File: src/rtl/ap_ctrl_tracker_pkg.sv
// Shared types and constants for the ap_ctrl_hs status tracker.
// Optional latency statistics are enabled with AP_CTRL_TRACKER_LAT_STATS_EN.
package ap_ctrl_tracker_pkg;

  typedef enum logic [1:0] {
    ST_IDLE      = 2'd0,
    ST_ACTIVE    = 2'd1,
    ST_DONE_WAIT = 2'd2,
    ST_FINISHED  = 2'd3
  } state_t;

  localparam int unsigned ERR_DONE_IDLE  = 0;
  localparam int unsigned ERR_START_DROP = 1;

endpackage

File: src/rtl/ap_ctrl_status_tracker_sat_counter.sv
// Saturating up-counter with clear, load-with-one and enable (priority in that order).
module sat_counter #(
  parameter int unsigned W = 32
) (
  input  logic         clock,
  input  logic         reset,
  input  logic         clr,
  input  logic         en,
  input  logic         load1,
  output logic [W-1:0] q
);

  localparam logic [W-1:0] ONE = {{(W-1){1'b0}}, 1'b1};

  always_ff @(posedge clock or posedge reset) begin
    if (reset)
      q <= '0;
    else if (clr)
      q <= '0;
    else if (load1)
      q <= ONE;
    else if (en && !(&q))
      q <= q + ONE;
  end

endmodule

File: src/rtl/ap_ctrl_status_tracker.sv
// Passive observer of one ap_ctrl_hs handshake: state, counters, latency, sticky errors.
// Define AP_CTRL_TRACKER_LAT_STATS_EN to add min_latency/max_latency.
module ap_ctrl_status_tracker
  import ap_ctrl_tracker_pkg::*;
#(
  parameter int unsigned CNT_W = 32,
  parameter int unsigned LAT_W = 32
) (
  input  logic             clock,
  input  logic             reset,
  input  logic             ap_start,
  input  logic             ap_ready,
  input  logic             ap_done,
  input  logic             ap_continue,
  input  logic             finish,
  output logic [1:0]       state,
  output logic [CNT_W-1:0] start_count,
  output logic [CNT_W-1:0] ready_count,
  output logic [CNT_W-1:0] done_count,
  output logic [CNT_W-1:0] busy_cycles,
  output logic [CNT_W-1:0] stall_cycles,
  output logic [LAT_W-1:0] last_latency,
`ifdef AP_CTRL_TRACKER_LAT_STATS_EN
  output logic [LAT_W-1:0] min_latency,
  output logic [LAT_W-1:0] max_latency,
`endif
  output logic [1:0]       err
);

  localparam logic [LAT_W-1:0] LAT_ONE = {{(LAT_W-1){1'b0}}, 1'b1};

  state_t state_q, state_d;
  logic ready_seen_q, ready_seen_d;
  logic start_acc, done_acc, ready_ev, busy_en, stall_en;
  logic lat_load, lat_en, lat_rec, err_done_idle, err_start_drop;
  logic [LAT_W-1:0] lat_q, lat_inc, lat_val;

  always_ff @(posedge clock or posedge reset) begin
    if (reset)
      state_q <= ST_IDLE;
    else
      state_q <= state_d;
  end

  // finish pre-empts every other event, so nothing below fires in that cycle
  always_comb begin
    state_d        = state_q;
    ready_seen_d   = ready_seen_q;
    start_acc      = 1'b0;
    done_acc       = 1'b0;
    ready_ev       = 1'b0;
    busy_en        = 1'b0;
    stall_en       = 1'b0;
    lat_load       = 1'b0;
    lat_en         = 1'b0;
    lat_rec        = 1'b0;
    err_done_idle  = 1'b0;
    err_start_drop = 1'b0;
    if (finish) begin
      state_d = ST_FINISHED;
    end else begin
      case (state_q)
        ST_IDLE: begin
          if (ap_start) begin
            start_acc    = 1'b1;
            lat_load     = 1'b1;
            ready_ev     = ap_ready;
            ready_seen_d = ap_ready;
            if (ap_done) begin
              lat_rec = 1'b1;
              if (ap_continue)
                done_acc = 1'b1;
              else
                state_d = ST_DONE_WAIT;
            end else begin
              state_d = ST_ACTIVE;
            end
          end else if (ap_done) begin
            err_done_idle = 1'b1;
          end
        end
        ST_ACTIVE: begin
          busy_en  = 1'b1;
          lat_en   = 1'b1;
          ready_ev = ap_ready;
          if (ap_ready)
            ready_seen_d = 1'b1;
          if (!ap_start && !ready_seen_q)
            err_start_drop = 1'b1;
          if (ap_done) begin
            lat_rec = 1'b1;
            if (ap_continue) begin
              done_acc = 1'b1;
              state_d  = ST_IDLE;
            end else begin
              state_d = ST_DONE_WAIT;
            end
          end
        end
        ST_DONE_WAIT: begin
          stall_en = 1'b1;
          if (ap_continue) begin
            done_acc = 1'b1;
            state_d  = ST_IDLE;
          end
        end
        default: ;
      endcase
    end
  end

  // Recorded latency includes the done cycle itself, hence one past the running count
  assign lat_inc = (&lat_q) ? lat_q : lat_q + LAT_ONE;
  assign lat_val = (state_q == ST_IDLE) ? LAT_ONE : lat_inc;

  always_ff @(posedge clock or posedge reset) begin
    if (reset) begin
      ready_seen_q <= 1'b0;
      last_latency <= '0;
      err          <= '0;
`ifdef AP_CTRL_TRACKER_LAT_STATS_EN
      min_latency  <= '1;
      max_latency  <= '0;
`endif
    end else begin
      ready_seen_q <= ready_seen_d;
      if (err_done_idle)
        err[ERR_DONE_IDLE] <= 1'b1;
      if (err_start_drop)
        err[ERR_START_DROP] <= 1'b1;
      if (lat_rec) begin
        last_latency <= lat_val;
`ifdef AP_CTRL_TRACKER_LAT_STATS_EN
        if (lat_val < min_latency)
          min_latency <= lat_val;
        if (lat_val > max_latency)
          max_latency <= lat_val;
`endif
      end
    end
  end

  assign state = state_q;

  sat_counter #(.W(CNT_W)) u_start_cnt (
    .clock(clock), .reset(reset), .clr(1'b0), .en(start_acc), .load1(1'b0), .q(start_count)
  );
  sat_counter #(.W(CNT_W)) u_ready_cnt (
    .clock(clock), .reset(reset), .clr(1'b0), .en(ready_ev), .load1(1'b0), .q(ready_count)
  );
  sat_counter #(.W(CNT_W)) u_done_cnt (
    .clock(clock), .reset(reset), .clr(1'b0), .en(done_acc), .load1(1'b0), .q(done_count)
  );
  sat_counter #(.W(CNT_W)) u_busy_cnt (
    .clock(clock), .reset(reset), .clr(1'b0), .en(busy_en), .load1(1'b0), .q(busy_cycles)
  );
  sat_counter #(.W(CNT_W)) u_stall_cnt (
    .clock(clock), .reset(reset), .clr(1'b0), .en(stall_en), .load1(1'b0), .q(stall_cycles)
  );
  sat_counter #(.W(LAT_W)) u_lat_cnt (
    .clock(clock), .reset(reset), .clr(1'b0), .en(lat_en), .load1(lat_load), .q(lat_q)
  );

endmodule

File: config.mk
export PLATFORM = sky130hd
export DESIGN_NAME = ap_ctrl_status_tracker
export DESIGN_NICKNAME = d
export VERILOG_FILES = /design/src/rtl/ap_ctrl_tracker_pkg.sv /design/src/rtl/ap_ctrl_status_tracker_sat_counter.sv /design/src/rtl/ap_ctrl_status_tracker.sv
export SDC_FILE = /design/constraint.sdc
export NUM_CORES = 1
export LEC_CHECK = 0
export CAP_MARGIN = 20
export CORE_AREA = 10 10 203 157
export CTS_BUF_LIST = sky130_fd_sc_hd__clkbuf_4
export CTS_CLUSTER_DIAMETER = 50
export DETAILED_ROUTE_END_ITERATION = 10
export DIE_AREA = 0 0 213 167
export PLACE_DENSITY = 0.82
export SETUP_SLACK_MARGIN = 0.15
export SYNTH_ARGS = -nofsm -noshare
export SYNTH_HDL_FRONTEND = slang
export SYNTH_HIERARCHICAL = 1
export SYNTH_SLANG_ARGS = --single-unit
File: constraint.sdc
create_clock -name clock -period 2.7 [get_ports clock]
set_input_delay 0.54 -clock clock [delete_from_list [all_inputs] [get_ports clock]]
set_output_delay 0.54 -clock clock [all_outputs]
set_load 0.01 [all_outputs]
==> impl.org, run 1 <==
** Yosys
- Primary FF master, synth :: sky130_fd_sc_hd__dfrtp_1
- Area share of the largest cell type after synthesis :: 41.51%
- Counting every instance in the synthesized netlist gives 1444.
- Top-count cell post-synth :: sky130_fd_sc_hd__dfrtp_1
- The biggest area contributor in the post-synthesis netlist is sky130_fd_sc_hd__dfrtp_1.
- Main area contributors after synthesis :: sky130_fd_sc_hd__dfrtp_1, sky130_fd_sc_hd__xnor2_1, sky130_fd_sc_hd__nand2_1
- Netlist cell types :: 76
- The synthesized design contains 229 register bits.
- Mean instance size in the synthesized netlist :: 9.561 µm²
- The cell area that synthesis handed to floorplanning was 0.01381 mm².
- Sequential element share of the synthesized area :: 41.51%
- Counting flops with an async set or reset pin after synthesis yields a share of 100.0%.
- Counting instances in the post-synthesis netlist gives the leading cell types as sky130_fd_sc_hd__dfrtp_1, sky130_fd_sc_hd__nand2_1, sky130_fd_sc_hd__a21oi_1.
- In this run, synthesis inferred 0 flip-flops with an integrated enable.
- Yosys Warn Count :: 6

** Worst setup path
- R2R Setup Slk :: 0.24 ns
- Data on the critical path is required at its endpoint by 3.33 ns.
- The worst setup path is captured at a register.
- Data on the critical path arrives at its endpoint at 3.09 ns.
- Together, buffers and inverters on the worst path number 0.
- Source of the worst register-to-register timing path :: u_done_cnt/q[3]$_DFFE_PP0P_
- Grouping stages by cell kind, the critical path spends the most delay in compound AO/OA/AOI/OAI gates.
- Logic depth of the worst register-to-register path :: 5
- Cell breakdown of the critical path :: and4_1 -> nand3_1 -> o31ai_2 -> nor4_1 -> o21a_1
- Setup CP Type :: reg2reg
- The largest individual stage delay along the critical path comes from the cell sky130_fd_sc_hd__o31ai_2.
- In this run the worst setup path begins at u_done_cnt/q[3]$_DFFE_PP0P_.
- Maximum cell stage delay along the critical path :: 0.80 ns
- The worst setup path is launched from a register.
- Counting buffers and inverters, the worst setup path is 5 cells deep.
- Capture instance of the worst register-to-register path :: u_done_cnt/q[31]$_DFFE_PP0P_
- In this run the worst path has a maximum fanout of 11.
- Crit path to :: u_done_cnt/q[31]$_DFFE_PP0P_

** Floorplan
- Once the floorplan was initialized, standard cells occupied 49.69% of the core.
- From left edge to right edge, the die measures 213 µm.
- Die Ht :: 167 µm
- The floorplan step defined a die boundary enclosing 0.03557 mm².
- The core region is 0.02779 mm².
- Top-level I/O count :: 203
- Row cnt :: 53

** Timing
- Worst setup skew after layout :: 0.05792 ns
- Post-route clock period utilization :: 91.26%
- Sum Neg Setup Slack :: 0 ns
- Setup repair after global routing could not meet its margin everywhere.
- For the pin with the worst max-slew slack, the measured transition is 1.000 ns.
- Final period demand of the worst path :: 2.464 ns
- Final-report max-slew violation count :: 0
- Setup violations remaining at the end of the flow were counted as 0.
- Relative slew slack :: 32.90%
- Number of hold violations in the final report :: 0
- Worst Hold Slack :: 0.4692 ns
- Timing would allow up to 405.8 MHz.

** Finish
- After routing the design area is 0.01751 mm².
- The sequential cells in the finished layout cover a total of 0.005733 mm².
- Final net count :: 1781
- Ratio of cells with drive above 1 in the final layout :: 16.82%
- Measured on the finished design, the core utilization comes to 63.01%.
- # fillers :: 2282
- Area growth from synthesis to final layout :: 26.81%
- Summing all multi-input logic gate instances after layout gives 0.007785 mm².

** Routing
- Antenna Violating Nets Remaining :: 0
- Initial detailed-routing violation count :: 1175
- Wires add up to 40.09 mm.
- Number of iterations in the first detailed-routing pass :: 5
- Vias after detailed routing :: 13.25k
- Using the TritonRoute via totals, the vias-per-cell ratio works out to 6.132.
- For this run, design rule violations remaining after detail routing come to 0.
- Dividing the detail-routed wire length by the instance count gives 18.56 µm.

** CTS
- CTS HTree Levels :: 2
- The clock reaches the later pin of the worst-skew pair after 0.73 ns.
- CTS tree :: yes
- CTS saw 229 sinks.
- The tree is rooted in a sky130_fd_sc_hd__clkbuf_4.
- Post-CTS clock slew at the launch and capture registers of the worst setup and hold paths :: 0.06 ns
- The longest clock path from root to sink contains 3 buffers.
- Hold-fix buffers, CTS :: 0
- Clock tree synthesis inserted a total of 59 buffers.

** Global route
- GR Util met1 :: 28.88%
- Overflow after GRT :: 0
- Largest net degree at the start of global routing :: 38
- Initial antenna violation count :: 1
- GR Layer Usage met3 :: 6.040%
- The number of global-route vias before repair was 12.71k.
- Global routing consumed, on the met2 layer, 32.69% of the routing resources.
- The layer flagged by global routing as most heavily used is met2.
- Global-route usage over all layers :: 21.54%
- First-pass GRT wire length :: 64.63 mm

** Placement
- After detailed placement, the total cell area comes to 0.01654 mm².
- Input and output buffers added on the ports amount to 202.
- Post-detail-place hpwl :: 27.65 mm
- Final RePlAce weighted congestion :: 0.8880

** Run
- The tool flagged a number of max-cap violations equal to 0.

** Power
- Max IR drop VDD :: 0.2547 mV
- Total power for the finished layout comes to 7602 µW.
- In this run the static leakage power is 0.006827 µW.
- Power density cells :: 434.2 mW/mm²

** Outcome
- Outcome :: complete, no violations

** Min path
- The tightest min-delay check is of the reg2reg type.
state kept, by name, summed over array words and instances (netlist names):
register and count:
state 2, u_ready_cnt/q 32, u_done_cnt/q 32, last_latency 32, u_start_cnt/q 32, u_stall_cnt/q 32, ready_seen_q 1, err 2
u_lat_cnt/q 32, u_busy_cnt/q 32
how the worst min path moves through the flow:
stage | cells after the start | end | slack (ns) | start
final | 1 | err[0]$_DFFE_PP0P_ | 0.47 | err[0]$_DFFE_PP0P_
after global routing | 1 | err[0]$_DFFE_PP0P_ | 0.49 | err[0]$_DFFE_PP0P_
after CTS | 1 | err[0]$_DFFE_PP0P_ | 0.48 | err[0]$_DFFE_PP0P_
after detailed placement | 1 | err[0]$_DFFE_PP0P_ | 0.46 | err[0]$_DFFE_PP0P_
after global placement | 2 | last_latency[18]$_DFFE_PP0P_ | 0.46 | last_latency[18]$_DFFE_PP0P_
after floorplan | 1 | ready_seen_q$_DFFE_PP0P_ | 0.47 | ready_seen_q$_DFFE_PP0P_
layout make-up:
| type | count | share of cell area (%) |
|---|---|---|
| timing repair buffer | 284 | 15.21 |
| tap | 357 | 2.551 |
| clock inverter | 15 | 0.6432 |
| sequential | 229 | 32.75 |
| multi-input combinational | 1154 | 44.47 |
| clock buffer | 84 | 3.602 |
| antenna | 2 | 0.02859 |
| inverter | 35 | 0.7504 |
repair_timing:
| action | in CTS | in global routing |
|---|---|---|
| cloned | 2 | 5 |
| hold endpoints to repair | 0 | 0 |
| gates resized for setup | 1 | 14 |
| buffers inserted | 0 | 6 |
| pin swaps | 1 | 6 |
| setup endpoints to repair | 9 | 47 |
through the flow:
step	setup WS, ns	instances
6_report	0.2359	2160
5_1_grt	0.07559	2160
4_1_cts	0.1568	2146
3_5_place_dp	-0.1792	2045
3_3_place_gp	-0.1163	2045
2_1_floorplan	0.1972	1478
cell usage in the layout, fill, tap and decap left out, types with 48 or more instances in the layout:
master                            synthesis  layout
sky130_fd_sc_hd__a21oi_1                 98      96
sky130_fd_sc_hd__clkbuf_4                 0      84
sky130_fd_sc_hd__nand2_1                135     135
sky130_fd_sc_hd__xnor2_1                 64      64
sky130_fd_sc_hd__o21ai_1                 48      48
sky130_fd_sc_hd__nand3_1                 64      64
sky130_fd_sc_hd__dfrtp_1                229     227
sky130_fd_sc_hd__clkdlybuf4s50_1          0     202
sky130_fd_sc_hd__or3_1                   56      56
sky130_fd_sc_hd__nand4_1                 75      75
sky130_fd_sc_hd__nor2_1                  96      96
sky130_fd_sc_hd__buf_4                    1      80
per-layer routing:
metal / vias up / share of wire, %
met2: 516 / 45
met5: - / 0
met4: 0 / 2.5
li1: 6169 / -
met3: 80 / 9.0
met1: 6480 / 44
power by group:
| group | internal [µW] | switching (µW) | leakage [µW] | total [µW] |
|---|---|---|---|---|
| Combinational | 387 | 601 | 0.00321 | 987 |
| Clock | 1610 | 1450 | 0.000445 | 3060 |
| Sequential | 3490 | 66.4 | 0.00317 | 3560 |
| Total | 5480 | 2120 | 0.00683 | 7600 |
cell families after synthesis:
| family | Yosys count | share of synthesized area [%] |
|---|---|---|
| AO/OA/AOI/OAI | 361 | 18.12 |
| XOR/XNOR | 77 | 4.885 |
| adder cells (fa/ha/maj) | 11 | 0.9969 |
| buffers and inverters | 102 | 4.232 |
| flip-flops | 229 | 41.51 |
| multiplexers | 5 | 0.3716 |
| other | 1 | 0.02716 |
| AND/OR/NAND/NOR | 658 | 29.86 |
Note: power is estimated with default switching activity, not from simulation.
==> run 2: changes to the inputs <==
--- a/config.mk
+++ b/config.mk
@@ -11,6 +11,7 @@
 export CTS_CLUSTER_DIAMETER = 50
 export DETAILED_ROUTE_END_ITERATION = 10
 export DIE_AREA = 0 0 213 167
+export MAX_ROUTING_LAYER = met4
 export PLACE_DENSITY = 0.82
 export SETUP_SLACK_MARGIN = 0.15
 export SYNTH_ARGS = -nofsm -noshare
==> run 2 against run 1 <==
Net effect: sequential share of layout area about the same; flip-flop and latch count stayed put; largest power group unchanged; critical path type unchanged; die area unchanged; utilization is essentially flat; non-clock buffer count did not move; total power barely moved; wire length shrank 0.42%.
==> impl.org, run 2 (same netlist as run 1, synthesis figures left out) <==
** Routing
- The total vias in the final route came to 13.24k (-0.068%).
- Antenna Violating Nets Remaining :: 0 (unchanged)
- DR vias/cell :: 6.128 (about the same)
- The overall routed net length is 39.92 mm (-0.42%).
- Initial detailed-routing violation count :: 1259 (+7.1%)
- Number of iterations in the first detailed-routing pass :: 5 (unchanged)
- The routed length per placed instance was 18.48 µm (-0.42%).
- The number of design rule violations left after detail routing came to 0 (unchanged).

** Timing
- The final max-slew violation count was 0 (unchanged).
- Final worst setup slack :: 0.2689 ns (+0.03302 ns)
- Finish-stage setup viols :: 0 (unchanged)
- Achievable frequency :: 411.3 MHz (+1.4%)
- The final critical delay including setup and external delays is 2.431 ns (-0.03302 ns).
- The hold violation total from the final report was 0 (unchanged).
- Relative slew slack :: 32.85% (-0.052 points)
- The slew at the pin closest to its max-slew limit came to 1.001 ns (+0.0007816 ns).
- The worst hold slack across all endpoints is 0.4690 ns (-0.0002070 ns).
- The clock skew after layout was 0.05387 ns (-0.004047 ns).
- Setup repair after global routing left no endpoint under its margin.
- Post-route clock period utilization :: 90.04% (-1.2 points)

** Floorplan
- The I/O pin count is 203 (unchanged).
- Die Ht :: 167 µm (unchanged)
- Core Box Area :: 0.02779 mm² (unchanged)
- DIE AREA :: 0.03557 mm² (unchanged)
- Die Wd :: 213 µm (unchanged)
- The starting utilization of the core area was 49.69% (unchanged).
- The number of core rows is 53 (unchanged).

** Finish
- The final-layout fill cell count is 2284 (+0.088%).
- The net total in the final layout was 1781 (unchanged).
- The count of placed standard cells in the final layout, fillers left out is 2160 (unchanged).
- The core occupancy in the finished layout was 63.02% (about the same).
- The area added between synthesis and finish came to 26.83% (about the same).
- Most frequent standard cell in the layout excluding fill and tap cells :: sky130_fd_sc_hd__dfrtp_1
- Ratio of cells with drive above 1 in the final layout :: 16.66% (-0.17 points)
- Leaving out fill and tap cells, the most frequent cells in the layout are sky130_fd_sc_hd__dfrtp_1, sky130_fd_sc_hd__clkdlybuf4s50_1, sky130_fd_sc_hd__nand2_1.

** Worst setup path
- STA classifies the critical path endpoint as a register.
- The arrival time at the worst endpoint came to 3.10 ns (about the same).
- Max stage delay cell, worst path :: sky130_fd_sc_hd__or4_1
- Logic depth of the worst register-to-register path :: 9 (+4)
- The slack of the worst reg-to-reg path is 0.27 ns (+0.03 ns).
- The buffer and inverter count on the worst path is 2 (+2).
- Setup CP Type :: reg2reg
- Worst EP required :: 3.37 ns (+0.04 ns)
- The worst register-to-register path begins at state[1]$_DFFE_PP0P_.
- Maximum cell stage delay along the critical path :: 0.57 ns (-0.23 ns)
- The worst register-to-register path ends at u_done_cnt/q[27]$_DFFE_PP0P_.
- Logic depth of the worst setup path including buffers :: 9 (+4)
- Traced cell by cell, the critical path runs through inv_2 -> ha_4 -> a21o_1 -> a21oi_1 -> nor4b_2 -> buf_4 -> o31ai_4 -> or4_1 -> a21oi_2.
- The worst setup path is launched from a register.
- Among cell families on the critical path, the largest total delay comes from simple AND/OR/NAND/NOR gates.
- Highest net fanout along the worst path :: 6 (-5)

** CTS
- The insertion delay of the later-clocked pin in the worst-skew pair was 0.74 ns (about the same).
- CTS tree :: yes
- The clock net sink count is 229 (unchanged).
- CTS HTree Levels :: 2 (unchanged)
- The maximum buffer depth of the clock tree came to 3 (unchanged).
- Clock tree root buffer cell :: sky130_fd_sc_hd__clkbuf_4
- Number of clock buffers inserted by TritonCTS :: 59 (unchanged)
- The number of hold buffers added after CTS came to 0 (unchanged).
- The clock-pin slew of the registers on the worst-case setup and hold paths was 0.07 ns (about the same).

** Placement
- The final RePlAce weighted congestion is 0.9015 (+1.5%).
- Minimum setup slack after placement :: -0.1792 ns (unchanged)
- The cell count after placement came to 2045 (unchanged).
- Count of buffers from port buffering :: 202 (unchanged)
- Post-detail-place hpwl :: 27.65 mm (unchanged)

** Global route
- Largest net degree at the start of global routing :: 38 (unchanged)
- Global-route usage over all layers :: 22.16% (+0.62 points)
- The total overflow reported by the global router was 0 (unchanged).
- First-pass GRT wire length :: 64.58 mm (about the same)
- The number of antenna violations at the first check in global routing is 1 (unchanged).
- Vias in the first global route :: 12.72k (+0.079%)

** Power
- The peak supply drop is 0.2563 mV (+0.60%).
- The static leakage came to 0.006810 µW (-0.24%).
- The total power density per cell area is 434.5 mW/mm² (about the same).

** Outcome
- Outcome :: complete, no violations

** Run
- The number of max-capacitance violations reported came to 0 (unchanged).

** Min path
- Startpoint of the most critical hold path :: err[0]$_DFFE_PP0P_
- Number of cells traversed by the worst hold path :: 1 (unchanged)
- Worst hold endpoint :: err[0]$_DFFE_PP0P_
- The tightest min-delay check is of the reg2reg type.
run 2: changes by cell type in the layout (fill, tap and decap cells not counted), moves of 2 or more:
cell	change
sky130_fd_sc_hd__inv_1	-2
sky130_fd_sc_hd__inv_2	+2
sky130_fd_sc_hd__o31ai_2	-2
sky130_fd_sc_hd__or4_1	+2
sky130_fd_sc_hd__or4_4	-2
run 2: worst max path at each step:
| stage | end | slack (ns) | startpoint |
|---|---|---|---|
| detailed placement | u_done_cnt/q[13]$_DFFE_PP0P_ | -0.18 | ap_start |
| CTS | u_lat_cnt/q[2]$_DFFE_PP0P_ | 0.16 | u_lat_cnt/q[9]$_DFFE_PP0P_ |
| global route | u_done_cnt/q[28]$_DFFE_PP0P_ | 0.10 | state[1]$_DFFE_PP0P_ |
| global placement | u_done_cnt/q[19]$_DFFE_PP0P_ | -0.12 | ap_start |
| floorplan | u_done_cnt/q[19]$_DFFE_PP0P_ | 0.20 | state[0]$_DFFE_PP0P_ |
| finish | u_done_cnt/q[27]$_DFFE_PP0P_ | 0.27 | state[1]$_DFFE_PP0P_ |
run 2: stage by stage:
stage / setup TNS [ns] / power [µW] / cell area (µm²)
floorplan: 0 / 4202 / 13940
global placement: -1.129 / 4453 / 16540
detailed placement: -1.834 / 4483 / 16540
CTS: 0 / 7588 / 17310
global route: 0 / 7973 / 17510
finish: 0 / 7608 / 17510
run 2: final cells by class:
class                           count  area (µm²)  share of cell area, %
Tap cell                          357       446.7                  2.551
Clock inverter                     15       112.6                 0.6431
Multi-Input combinational cell   1154        7787                  44.48
Inverter                           35       131.4                 0.7503
Clock buffer                       84       630.6                  3.602
Timing Repair Buffer              284        2663                  15.21
Antenna cell                        2       5.005                0.02858
Sequential cell                   229        5733                  32.74
run 2: power by group:
part           total [µW]  switching [µW]  internal, µW
Sequential           3560            69.3          3490
Clock                3060            1450          1610
Combinational         990             604           385
run 2: per-layer routing:
layer | vias up | share of wire [%] | track usage, %
met3 | 82 | 8.1 | 5.083
met5 | - | 0 | -
met2 | 522 | 45 | 32.69
met4 | 0 | 2.5 | 7.218
li1 | 6177 | - | -
met1 | 6455 | 44 | 29.48
run 2: repair_timing:
action                                  CTS  global route
pin swaps                                 1             6
cloned                                    2             5
endpoints found under the setup margin    9            47
buffers inserted                          0             6
gates resized for setup                   1            13
hold endpoints to repair                  0             0
run 2: worst register-to-register path: stages (launching register included):
cell	delay, ns
sky130_fd_sc_hd__dfrtp_2	0.44
sky130_fd_sc_hd__inv_2	0.11
sky130_fd_sc_hd__ha_4	0.17
sky130_fd_sc_hd__a21o_1	0.12
sky130_fd_sc_hd__a21oi_1	0.08
sky130_fd_sc_hd__nor4b_2	0.34
sky130_fd_sc_hd__buf_4	0.23
sky130_fd_sc_hd__o31ai_4	0.14
sky130_fd_sc_hd__or4_1	0.57
sky130_fd_sc_hd__a21oi_2	0.17
